### config.mk
export PLATFORM = sky130hd
export DESIGN_NAME = biquad_tdm_sequencer
export DESIGN_NICKNAME = d
export VERILOG_FILES = /design/src/rtl/biquad_tdm_sequencer.sv
export SDC_FILE = /design/constraint.sdc
export NUM_CORES = 2
export LEC_CHECK = 0
export ABC_AREA = 1
export BUFFER_PORTS_ARGS = -buffer_cell sky130_fd_sc_hd__buf_2
export CAP_MARGIN = 20
export CORE_ASPECT_RATIO = 2
export CORE_MARGIN = 4
export CORE_UTILIZATION = 40
export CTS_CLUSTER_SIZE = 12
export DETAILED_ROUTE_END_ITERATION = 16
export HOLD_SLACK_MARGIN = 0.02
export PLACE_DENSITY = 0.56
export SYNTH_ARGS = -nofsm -noshare
export SYNTH_HDL_FRONTEND = slang
export SYNTH_SLANG_ARGS = --single-unit
### constraint.sdc
create_clock -name clk -period 22.8 [get_ports clk]
set_clock_uncertainty 0.2 [all_clocks]
set_input_delay 3.42 -clock clk [delete_from_list [all_inputs] [get_ports clk]]
set_output_delay 3.42 -clock clk [all_outputs]
set_load 0.05 [all_outputs]
### src/rtl/biquad_tdm_sequencer.sv
// Cascade of DF2T biquad sections evaluated with one shared multiplier (five products
// per section); a shadow coefficient bank is copied into the active bank between samples.
module biquad_tdm_sequencer #(
  parameter int unsigned DATA_WIDTH   = 16,
  parameter int unsigned COEFF_WIDTH  = 16,
  parameter int unsigned FRAC_BITS    = 14,
  parameter int unsigned NUM_SECTIONS = 2
) (
  input  logic                              clk,
  input  logic                              rst_n,
  input  logic signed [DATA_WIDTH-1:0]      x_in,
  input  logic                              in_valid,
  output logic                              in_ready,
  output logic signed [DATA_WIDTH-1:0]      y_out,
  output logic                              out_valid,
  input  logic                              cfg_we,
  input  logic [$clog2(5*NUM_SECTIONS)-1:0] cfg_addr,
  input  logic signed [COEFF_WIDTH-1:0]     cfg_data,
  input  logic                              cfg_commit,
  output logic                              busy
);
  localparam int unsigned NCOEF  = 5 * NUM_SECTIONS;
  localparam int unsigned ADDR_W = $clog2(NCOEF);
  localparam int unsigned SEC_W  = (NUM_SECTIONS > 1) ? $clog2(NUM_SECTIONS) : 1;
  localparam int unsigned PROD_W = DATA_WIDTH + COEFF_WIDTH;
  localparam int unsigned ACC_W  = DATA_WIDTH + COEFF_WIDTH + 3;
  localparam logic [SEC_W-1:0] LAST_SEC = SEC_W'(NUM_SECTIONS - 1);
  localparam logic signed [ACC_W-1:0] SAT_MAX = ACC_W'((64'sd1 <<< (DATA_WIDTH - 1)) - 64'sd1);
  localparam logic signed [COEFF_WIDTH-1:0] UNITY = COEFF_WIDTH'(64'sd1 <<< FRAC_BITS);

  typedef enum logic [1:0] {ST_IDLE, ST_COMPUTE, ST_APPLY} state_e;

  state_e           state_q, state_d;
  logic [SEC_W-1:0] sec_q, sec_d;
  logic [2:0]       ph_q, ph_d;
  logic             pending_q;
  logic             accept, do_apply, sample_done, compute_en;

  logic signed [COEFF_WIDTH-1:0] shadow_q [NCOEF];
  logic signed [COEFF_WIDTH-1:0] active_q [NCOEF];
  logic signed [DATA_WIDTH-1:0]  s1_q [NUM_SECTIONS];
  logic signed [DATA_WIDTH-1:0]  s2_q [NUM_SECTIONS];
  logic signed [DATA_WIDTH-1:0]  v_q, y_q, y_out_q;
  logic signed [ACC_W-1:0]       acc_q;
  logic                          out_valid_q;

  logic [ADDR_W-1:0]             coef_idx;
  logic [2:0]                    coef_k;
  logic signed [COEFF_WIDTH-1:0] coef;
  logic signed [DATA_WIDTH-1:0]  mul_in;
  logic signed [PROD_W-1:0]      prod;
  logic signed [ACC_W-1:0]       state_term, sum;
  logic signed [DATA_WIDTH-1:0]  sum_sat;

  function automatic logic signed [DATA_WIDTH-1:0] sat(input logic signed [ACC_W-1:0] val);
    if (val > SAT_MAX) return DATA_WIDTH'(SAT_MAX);
    if (val < ~SAT_MAX) return DATA_WIDTH'(~SAT_MAX);
    return DATA_WIDTH'(val);
  endfunction

  always_ff @(posedge clk or negedge rst_n) begin
    if (!rst_n) begin
      state_q <= ST_IDLE;
      sec_q   <= '0;
      ph_q    <= '0;
    end else begin
      state_q <= state_d;
      sec_q   <= sec_d;
      ph_q    <= ph_d;
    end
  end

  // A pending commit is applied straight after the last product, so in_ready returns one cycle late.
  always_comb begin
    state_d = state_q;
    sec_d   = sec_q;
    ph_d    = ph_q;
    case (state_q)
      ST_IDLE: begin
        if (pending_q) begin
          state_d = ST_APPLY;
        end else if (in_valid) begin
          state_d = ST_COMPUTE;
          sec_d   = '0;
          ph_d    = '0;
        end
      end
      ST_COMPUTE: begin
        if (ph_q == 3'd4) begin
          ph_d = '0;
          if (sec_q == LAST_SEC) state_d = pending_q ? ST_APPLY : ST_IDLE;
          else                   sec_d   = sec_q + SEC_W'(1);
        end else begin
          ph_d = ph_q + 3'd1;
        end
      end
      ST_APPLY: state_d = ST_IDLE;
      default:  state_d = ST_IDLE;
    endcase
  end

  always_comb begin
    in_ready    = 1'b0;
    busy        = 1'b1;
    accept      = 1'b0;
    do_apply    = 1'b0;
    sample_done = 1'b0;
    compute_en  = 1'b0;
    case (state_q)
      ST_IDLE: begin
        in_ready = !pending_q;
        busy     = pending_q;
        accept   = in_valid && !pending_q;
      end
      ST_COMPUTE: begin
        compute_en  = 1'b1;
        sample_done = (ph_q == 3'd4) && (sec_q == LAST_SEC);
      end
      ST_APPLY: do_apply = 1'b1;
      default: ;
    endcase
  end

  always_ff @(posedge clk or negedge rst_n) begin
    if (!rst_n) begin
      pending_q <= 1'b0;
      for (int i = 0; i < NCOEF; i++) begin
        shadow_q[i] <= (i % 5 == 0) ? UNITY : '0;
        active_q[i] <= (i % 5 == 0) ? UNITY : '0;
      end
    end else begin
      pending_q <= cfg_commit || (pending_q && !do_apply);
      for (int i = 0; i < NCOEF; i++) begin
        if (cfg_we && cfg_addr == ADDR_W'(i)) shadow_q[i] <= cfg_data;
        if (do_apply) active_q[i] <= shadow_q[i];
      end
    end
  end

  // Phase order b0, b1, a1, b2, a2; the a-terms multiply y and subtract from acc.
  always_comb begin
    coef_k     = ph_q;
    state_term = '0;
    mul_in     = v_q;
    case (ph_q)
      3'd0: state_term = ACC_W'(s1_q[sec_q]) <<< FRAC_BITS;
      3'd1: state_term = ACC_W'(s2_q[sec_q]) <<< FRAC_BITS;
      3'd2: begin
        coef_k = 3'd3;
        mul_in = y_q;
      end
      3'd3: coef_k = 3'd2;
      3'd4: mul_in = y_q;
      default: ;
    endcase
    coef_idx = ADDR_W'(5 * int'(sec_q)) + ADDR_W'(coef_k);
    coef     = active_q[coef_idx];
    prod     = PROD_W'(coef) * PROD_W'(mul_in);
    if (ph_q == 3'd2 || ph_q == 3'd4) sum = acc_q - ACC_W'(prod);
    else                              sum = state_term + ACC_W'(prod);
    sum_sat  = sat(sum >>> FRAC_BITS);
  end

  always_ff @(posedge clk or negedge rst_n) begin
    if (!rst_n) begin
      v_q         <= '0;
      y_q         <= '0;
      acc_q       <= '0;
      y_out_q     <= '0;
      out_valid_q <= 1'b0;
      for (int s = 0; s < NUM_SECTIONS; s++) begin
        s1_q[s] <= '0;
        s2_q[s] <= '0;
      end
    end else begin
      out_valid_q <= sample_done;
      if (sample_done) y_out_q <= y_q;
      if (accept) v_q <= x_in;
      if (compute_en) begin
        case (ph_q)
          3'd0: begin
            acc_q <= sum;
            y_q   <= sum_sat;
          end
          3'd1, 3'd3: acc_q <= sum;
          3'd2: s1_q[sec_q] <= sum_sat;
          3'd4: begin
            s2_q[sec_q] <= sum_sat;
            v_q         <= y_q;
          end
          default: ;
        endcase
      end
    end
  end

  assign y_out     = y_out_q;
  assign out_valid = out_valid_q;

endmodule
# Yosys cells after proc, flatten, opt, wreduce, memory -nomap -nowiden

Cells that the tools add are included.

Mux-type cells: 48
$lt $le $gt $ge: 5
Shifts and indexed selects: 0
Add/subtract/negate cells: 5
Div/mod/pow operators: 0
Bitwise operators: 2
Reductions and logical operators: 31
Equal/unequal tests: 20
$mul: 2

Operator list:

| operator                                                                          | number |
|---|---|
| 16-bit 2-to-1 mux                                                                 | 17 |
| 35-bit one-hot mux with 2 select lines                                            | 1 |
| 16-bit binary-select mux with 4-bit select                                        | 1 |
| 32-bit bitwise mux                                                                | 2 |
| 35-bit by 32-bit adder with 35-bit output                                         | 1 |
| 35-bit 2-to-1 mux                                                                 | 1 |
| 35-bit by 32-bit subtractor with 35-bit output                                    | 1 |
| 16-bit by 16-bit multiplier with 32-bit output                                    | 1 |
| 21-bit by 16-bit greater-than comparator with 1-bit output, second input constant | 1 |
| 21-bit by 16-bit < comparator with 1-bit output, second input constant            | 1 |
| 16-bit demux with 1-bit select                                                    | 1 |
| 4-bit by 3-bit == test with 1-bit output, second input constant                   | 4 |
| 1-bit logical AND                                                                 | 14 |
| 1-bit 2-to-1 mux                                                                  | 13 |
| 3-bit one-hot mux with 2 select lines                                             | 2 |
| 2-bit 2-to-1 mux                                                                  | 5 |
| 3-bit 2-to-1 mux                                                                  | 3 |
| 4-bit by 2-bit == test with 1-bit output, second input constant                   | 2 |
| 4-bit == test, second input constant                                              | 2 |
| 2-bit != test, second input constant                                              | 4 |
| 2-bit AND reduction                                                               | 4 |
| 3-bit by 2-bit == test with 1-bit output, second input constant                   | 2 |
| 3-bit AND reduction                                                               | 2 |
| 5-bit greater-or-equal comparator, second input constant                          | 1 |
| other kinds (25)                                                                  | 27 |

Input port bits: 41
Bits in read-only memories: 0
RAM bits: 0
Memories kept: 0
Register bits: 475
Latch bits: 0

# Logic depth before layout (Yosys ltp)

Word-level depth: 16
Depth in mapped cells: 65
Depth with buffers taken out: 60

# Worst setup path after synthesis

Ideal clock, no wire load.

Path type: reg-to-reg
From: register ph_q[0]
To: register s1_q[13] in the netlist's numbering
Required time: 22,483 ps
Arrival time: 9,744 ps
Stages on the path, launching flop included: 57
Setup time: 117 ps
Path slack: 12,739 ps
Cells stage by stage: dfrtp_1 > ha_1 > ha_1 > o21ai_0 > ha_1 > ha_1 > clkbuf_1 > inv_1 > clkbuf_1 > buf_1 > nand3_1 > a221o_1 > nand2_1 > clkinv_1 > nand2_1 > fa_1 > fa_1 > fa_1 > [21 not listed] > nand3_1 > nand2_1 > nand2_1 > nand2_2 > nand2_2 > nand2_2 > nand2_2 > nand2_2 > nand2_2 > nand3_1 > nand3_1 > nand2_2 > inv_2 > nand2_4 > buf_12 > nand2_4 > nand3_1 > nand2_1

Word-level cells in the longest chain between the ends: 16
Elaborated cells on any way between the ends: 29
Those cells by class: add/sub: 3; mul: 1; order compare: 2; eq/ne: 4; mux: 14; bitwise: 1; reduce/logical: 4

Ends and longest elaborated chain:

| what                                                                                                        | line          | RTL |
|---|---|---|
| from (decl)                                                                                                 | 35            | `logic [2:0] ph_q, ph_d;` |
| from (signal assigned)                                                                                      | 69            | `ph_q <= ph_d;` |
| 3-bit by 2-bit == test with 1-bit output (on tied branches)                                                 | 145, 159, 180 |  |
| 3-bit one-hot mux with 2 select lines                                                                       | 145           | `case (ph_q)` |
| 4-bit by 3-bit adder with 4-bit output                                                                      | 156           | `coef_idx = ADDR_W'(5 * int'(sec_q)) + ADDR_W'(coef_k);` |
| 4-bit inverter with 5-bit output (not written as such)                                                      | 157           | `coef = active_q[coef_idx];` |
| 16-bit binary-select mux with 4-bit select                                                                  | 157           |  |
| 16-bit 2-to-1 mux (not written as such) (2 in a row)                                                        | 157           |  |
| 16-bit by 16-bit multiplier with 32-bit output                                                              | 158           | `prod = PROD_W'(coef) * PROD_W'(mul_in);` |
| 35-bit by 32-bit adder with 35-bit output or 35-bit by 32-bit subtractor with 35-bit output (tied branches) | 160, 159      |  |
| 35-bit 2-to-1 mux                                                                                           | 159           | `if (ph_q == 3'd2 \|\| ph_q == 3'd4) sum = acc_q - ACC_W'(prod);` |
| 21-bit by 16-bit < comparator with 1-bit output                                                             | 57            | `if (val < ~SAT_MAX) return DATA_WIDTH'(~SAT_MAX);` |
| 1-bit 2-to-1 mux (2 in a row)                                                                               | 57            |  |
| 16-bit 2-to-1 mux                                                                                           | 58            | `return DATA_WIDTH'(val);` |
| 16-bit 2-to-1 mux                                                                                           | 57            |  |
| 32-bit bitwise mux                                                                                          | 186           | `3'd2: s1_q[sec_q] <= sum_sat;` |
| to (signal, indexed assignment)                                                                             | 186           |  |
| to (decl)                                                                                                   | 41            | `logic signed [DATA_WIDTH-1:0] s1_q [NUM_SECTIONS];` |

Several ways; a longest one is shown, not always the timed one. The select of a mux whose other input is x is not followed.
A chain may end at the register's enable or synchronous reset.

# Worst setup path after layout

From: register ph_q[0]
To: register s2_q[17] in the netlist's numbering

Word-level cells in the longest chain between the ends: 16
Elaborated cells on any way between the ends: 29
Those cells by class: add/sub: 3; mul: 1; order compare: 2; eq/ne: 4; mux: 14; bitwise: 1; reduce/logical: 4

Ends and longest elaborated chain:

| what                                                                                                        | line     | RTL |
|---|---|---|
| 3-bit by 2-bit == test with 1-bit output (on tied branches)                                                 | 145, 159 |  |
| 3-bit one-hot mux with 2 select lines                                                                       | 145      |  |
| 4-bit by 3-bit adder with 4-bit output                                                                      | 156      |  |
| 4-bit inverter with 5-bit output (not written as such)                                                      | 157      |  |
| 16-bit binary-select mux with 4-bit select                                                                  | 157      |  |
| 16-bit 2-to-1 mux (not written as such) (2 in a row)                                                        | 157      |  |
| 16-bit by 16-bit multiplier with 32-bit output                                                              | 158      |  |
| 35-bit by 32-bit adder with 35-bit output or 35-bit by 32-bit subtractor with 35-bit output (tied branches) | 160, 159 |  |
| 35-bit 2-to-1 mux                                                                                           | 159      |  |
| 21-bit by 16-bit < comparator with 1-bit output                                                             | 57       |  |
| 1-bit 2-to-1 mux (2 in a row)                                                                               | 57       |  |
| 16-bit 2-to-1 mux                                                                                           | 58       |  |
| 16-bit 2-to-1 mux                                                                                           | 57       |  |
| 32-bit bitwise mux                                                                                          | 188      | `s2_q[sec_q] <= sum_sat;` |
| to (signal, indexed assignment)                                                                             | 188      |  |
| to (decl)                                                                                                   | 42       | `logic signed [DATA_WIDTH-1:0] s2_q [NUM_SECTIONS];` |

Several ways; a longest one is shown, not always the timed one. The select of a mux whose other input is x is not followed.

==> results.yml <==
worst_setup_path:
  worst_ep_arrival_time_ns: 13.41
  critPathMaxFanout: 71
  crit_type: "flop to flop"
  ff2ff_setup_slack_ns: 9.75
  worstSetupStartpoint: "ph_q[0]"
  required_ns: 23.16
  worstSetupEndpoint: "s2_q[17]"
  regToRegEndpoint: "s2_q[17]"
  crit_path_top_delay_cell: "fa_1"
  timing.rr.start: "ph_q[0]"
  cp_common_cell: "nand2_1"
  r2r_cells: 53
  crit_path_end_kind: "flop"
  cp-start-kind: "flop"
  crit_path_max_incr_delay_ns: 0.58
synth:
  syn_inst: 4109
  synth.most_common_cell: "nand2_1"
  ys_seq_area_share_pct: 35.3
  synth_ff_type: "dfrtp_1"
  synth_edf_count: 0
  avgSynthCellArea_um2: 8.19
  ys.warnings.count: 0
  synth.distinct_cells: 54
  synth_nets: 4545
  synth_commonest_cells: "1069 x nand2_1, 636 x inv_1, 471 x dfrtp_1"
  synth_area_um2: 33600
  synthTopCellsByArea: "dfrtp_1 35%, fa_1 16%, nand2_1 12%, inv_1 7.1%, o21ai_0 5.3%"
  synthArstFlopShare_pct: 100
  synth-seq-cells: 475
  synth_area_leader_cell: "dfrtp_1"
  synth_top_area_share_pct: 35.0
global_route:
  grt_overflow: 0
  grtUsageTotal_pct: 24.4
  grt_pass1_vias: 28500
  grt_pass1_wl_mm: 166
  antenna_found_initial: 5
  grt_max_degree: 109
floorplan:
  coreArea_um2: 83500
  pin_count: 60
  rows: 150
  start_util_pct: 40.3
  die_area_um2: 89100
  die_x_um: 213
  die_y_um: 418
outcome:
  status: "finished clean"
sta:
  slew_viol_final: 0
  setup_viol: 0
  finalHoldViolations: 0
  min_period_ns: 13.05
  tns_ns: 0
  rsz0062_at_grt: "false"
  period_share_pct: 57.3
  relSlewSlack_pct: 34.8
  timing.fmax_mhz: 76.6
  tightest_slew_ns: 0.979
placement:
  placed_cell_area_um2: 35100
  gp_congestion: 0.961
  port_buffers: 59
  dp_hpwl_mm: 81.7
hold_path:
  hold_class: "flop to flop"
routing:
  vias_per_cell: 5.20
  drtPass1Iterations: 6
  drtAntennaViolNets: 0
  wl_per_cell_um: 20.7
  initialDrtViolationCount: 1590
  wirelength_mm: 107
  vias: 27100
  drcViolationCount: 0
clock_network:
  clock-sinks: 475
  cts-resized-gates: 0
  post-cts-setup-buffers: 0
  postCtsHoldBufs: 0
  cts_buffer_depth: 3
  htreeDepth: 2
  cts_buffers: 47
  cts_tree: "built"
  root_buffer: "clkbuf_16"
  path_clk_slew_ns: 0.06
  clock_latency_ns: 0.62
run:
  max_cap_violations: 0
cells_and_area:
  finalInstanceArea_um2: 36500
  fillers: 8409
  fin_nets: 4551
  drive_gt1_share_pct: 8.61
  area_growth_pct: 8.62
-- registers in the layout (all words and copies together), names as in the netlist, 3 cells and up --
register	cells
active_q	160
shadow_q	160
acc_q	35
s1_q	32
s2_q	32
v_q	16
y_out	16
y_q	16
ph_q	3
-- worst min path at each step --
stage / from / endpoint / cells after the start
finish: s2_q[25] / s2_q[25] / 2
detailed placement: s2_q[25] / s2_q[25] / 2
global placement: s2_q[25] / s2_q[25] / 2
floorplan: s1_q[22] / s1_q[22] / 2
CTS: s2_q[25] / s2_q[25] / 2
global route: s1_q[26] / s1_q[26] / 2
-- critical path: cells and delay by family (launching register included) --
family | cells | cell delay [ns]
adders and majority gates | 12 | 4.50
and+or+nand+nor | 26 | 4.34
buffers and inverters | 9 | 1.62
AOI/OAI and AO/OA | 5 | 1.38
xor gates and xnor gates | 1 | 0.43
DFF | 1 | 0.41
-- per-layer routing --
| layer | vias up | track usage [%] | wire length, um |
|---|---|---|---|
| li1 | 12800 | - | - |
| met4 | 0 | 15.1 | 8580 |
| met1 | 13300 | 24.8 | 36900 |
| met5 | - | 0 | 0 |
| met2 | 645 | 47.0 | 58700 |
| met3 | 316 | 2.19 | 3260 |
-- layout make-up --
type	count	area (um^2)	share of cell area, %
clock inverters	7	143	0.390
flip-flops and latches	475	11900	32.5
well taps	1064	1330	3.64
repair buffers	116	781	2.14
multi-input cells	2824	18700	51.2
clock buffers	63	1250	3.41
inverters	651	2440	6.69
diodes	2	5.00	0.0137
-- stage by stage --
step | util [%] | setup slack [ns] | hold slack, ns | instances
2_1_floorplan | - | 12.74 | 0.244 | 4109
3_3_place_gp | 42.0 | 9.87 | 0.257 | 5127
3_5_place_dp | 42.0 | 9.76 | 0.260 | 5127
4_1_cts | 43.7 | 9.75 | 0.277 | 5197
5_1_grt | 43.8 | 8.97 | 0.293 | 5200
6_report | 43.8 | 9.75 | 0.275 | 5202
-- layout by cell type, fill, tap and decap left out, types with 6 or more instances in the layout --
cell type / n
nand2_1: 1068
inv_1: 634
dfrtp_1: 471
o21ai_0: 352
nor2_1: 322
fa_1: 264
nand3_1: 172
a21oi_1: 145
ha_1: 130
mux2_2: 96
buf_2: 58
buf_4: 54
clkbuf_16: 47
a31oi_1: 31
nand2_2: 19
o22ai_1: 18
a22oi_1: 16
xor2_1: 16
nand4_1: 15
or2_2: 15
clkbuf_1: 15
nor2_2: 14
xnor2_1: 14
nand2_4: 13
clkinv_1: 12
a221o_1: 12
mux2i_1: 10
o211ai_1: 9
o31ai_1: 8
a32o_1: 6
o21bai_1: 6
-- kinds of logic (layout without fill, tap and decap cells) --
logic type	after synthesis	in the layout	synth area share, %
other	0	2	0
adders and majority gates	395	395	20.6
buffers and inverters	810	837	9.27
DFF	475	475	35.3
muxes	106	106	3.51
and+or+nand+nor	1661	1661	20.2
xor gates and xnor gates	31	31	0.807
AOI/OAI and AO/OA	631	631	10.3
Power is left out: the tool's default activity adds up to more than one toggle a clock period on the data nets, which glitch-free logic cannot reach.
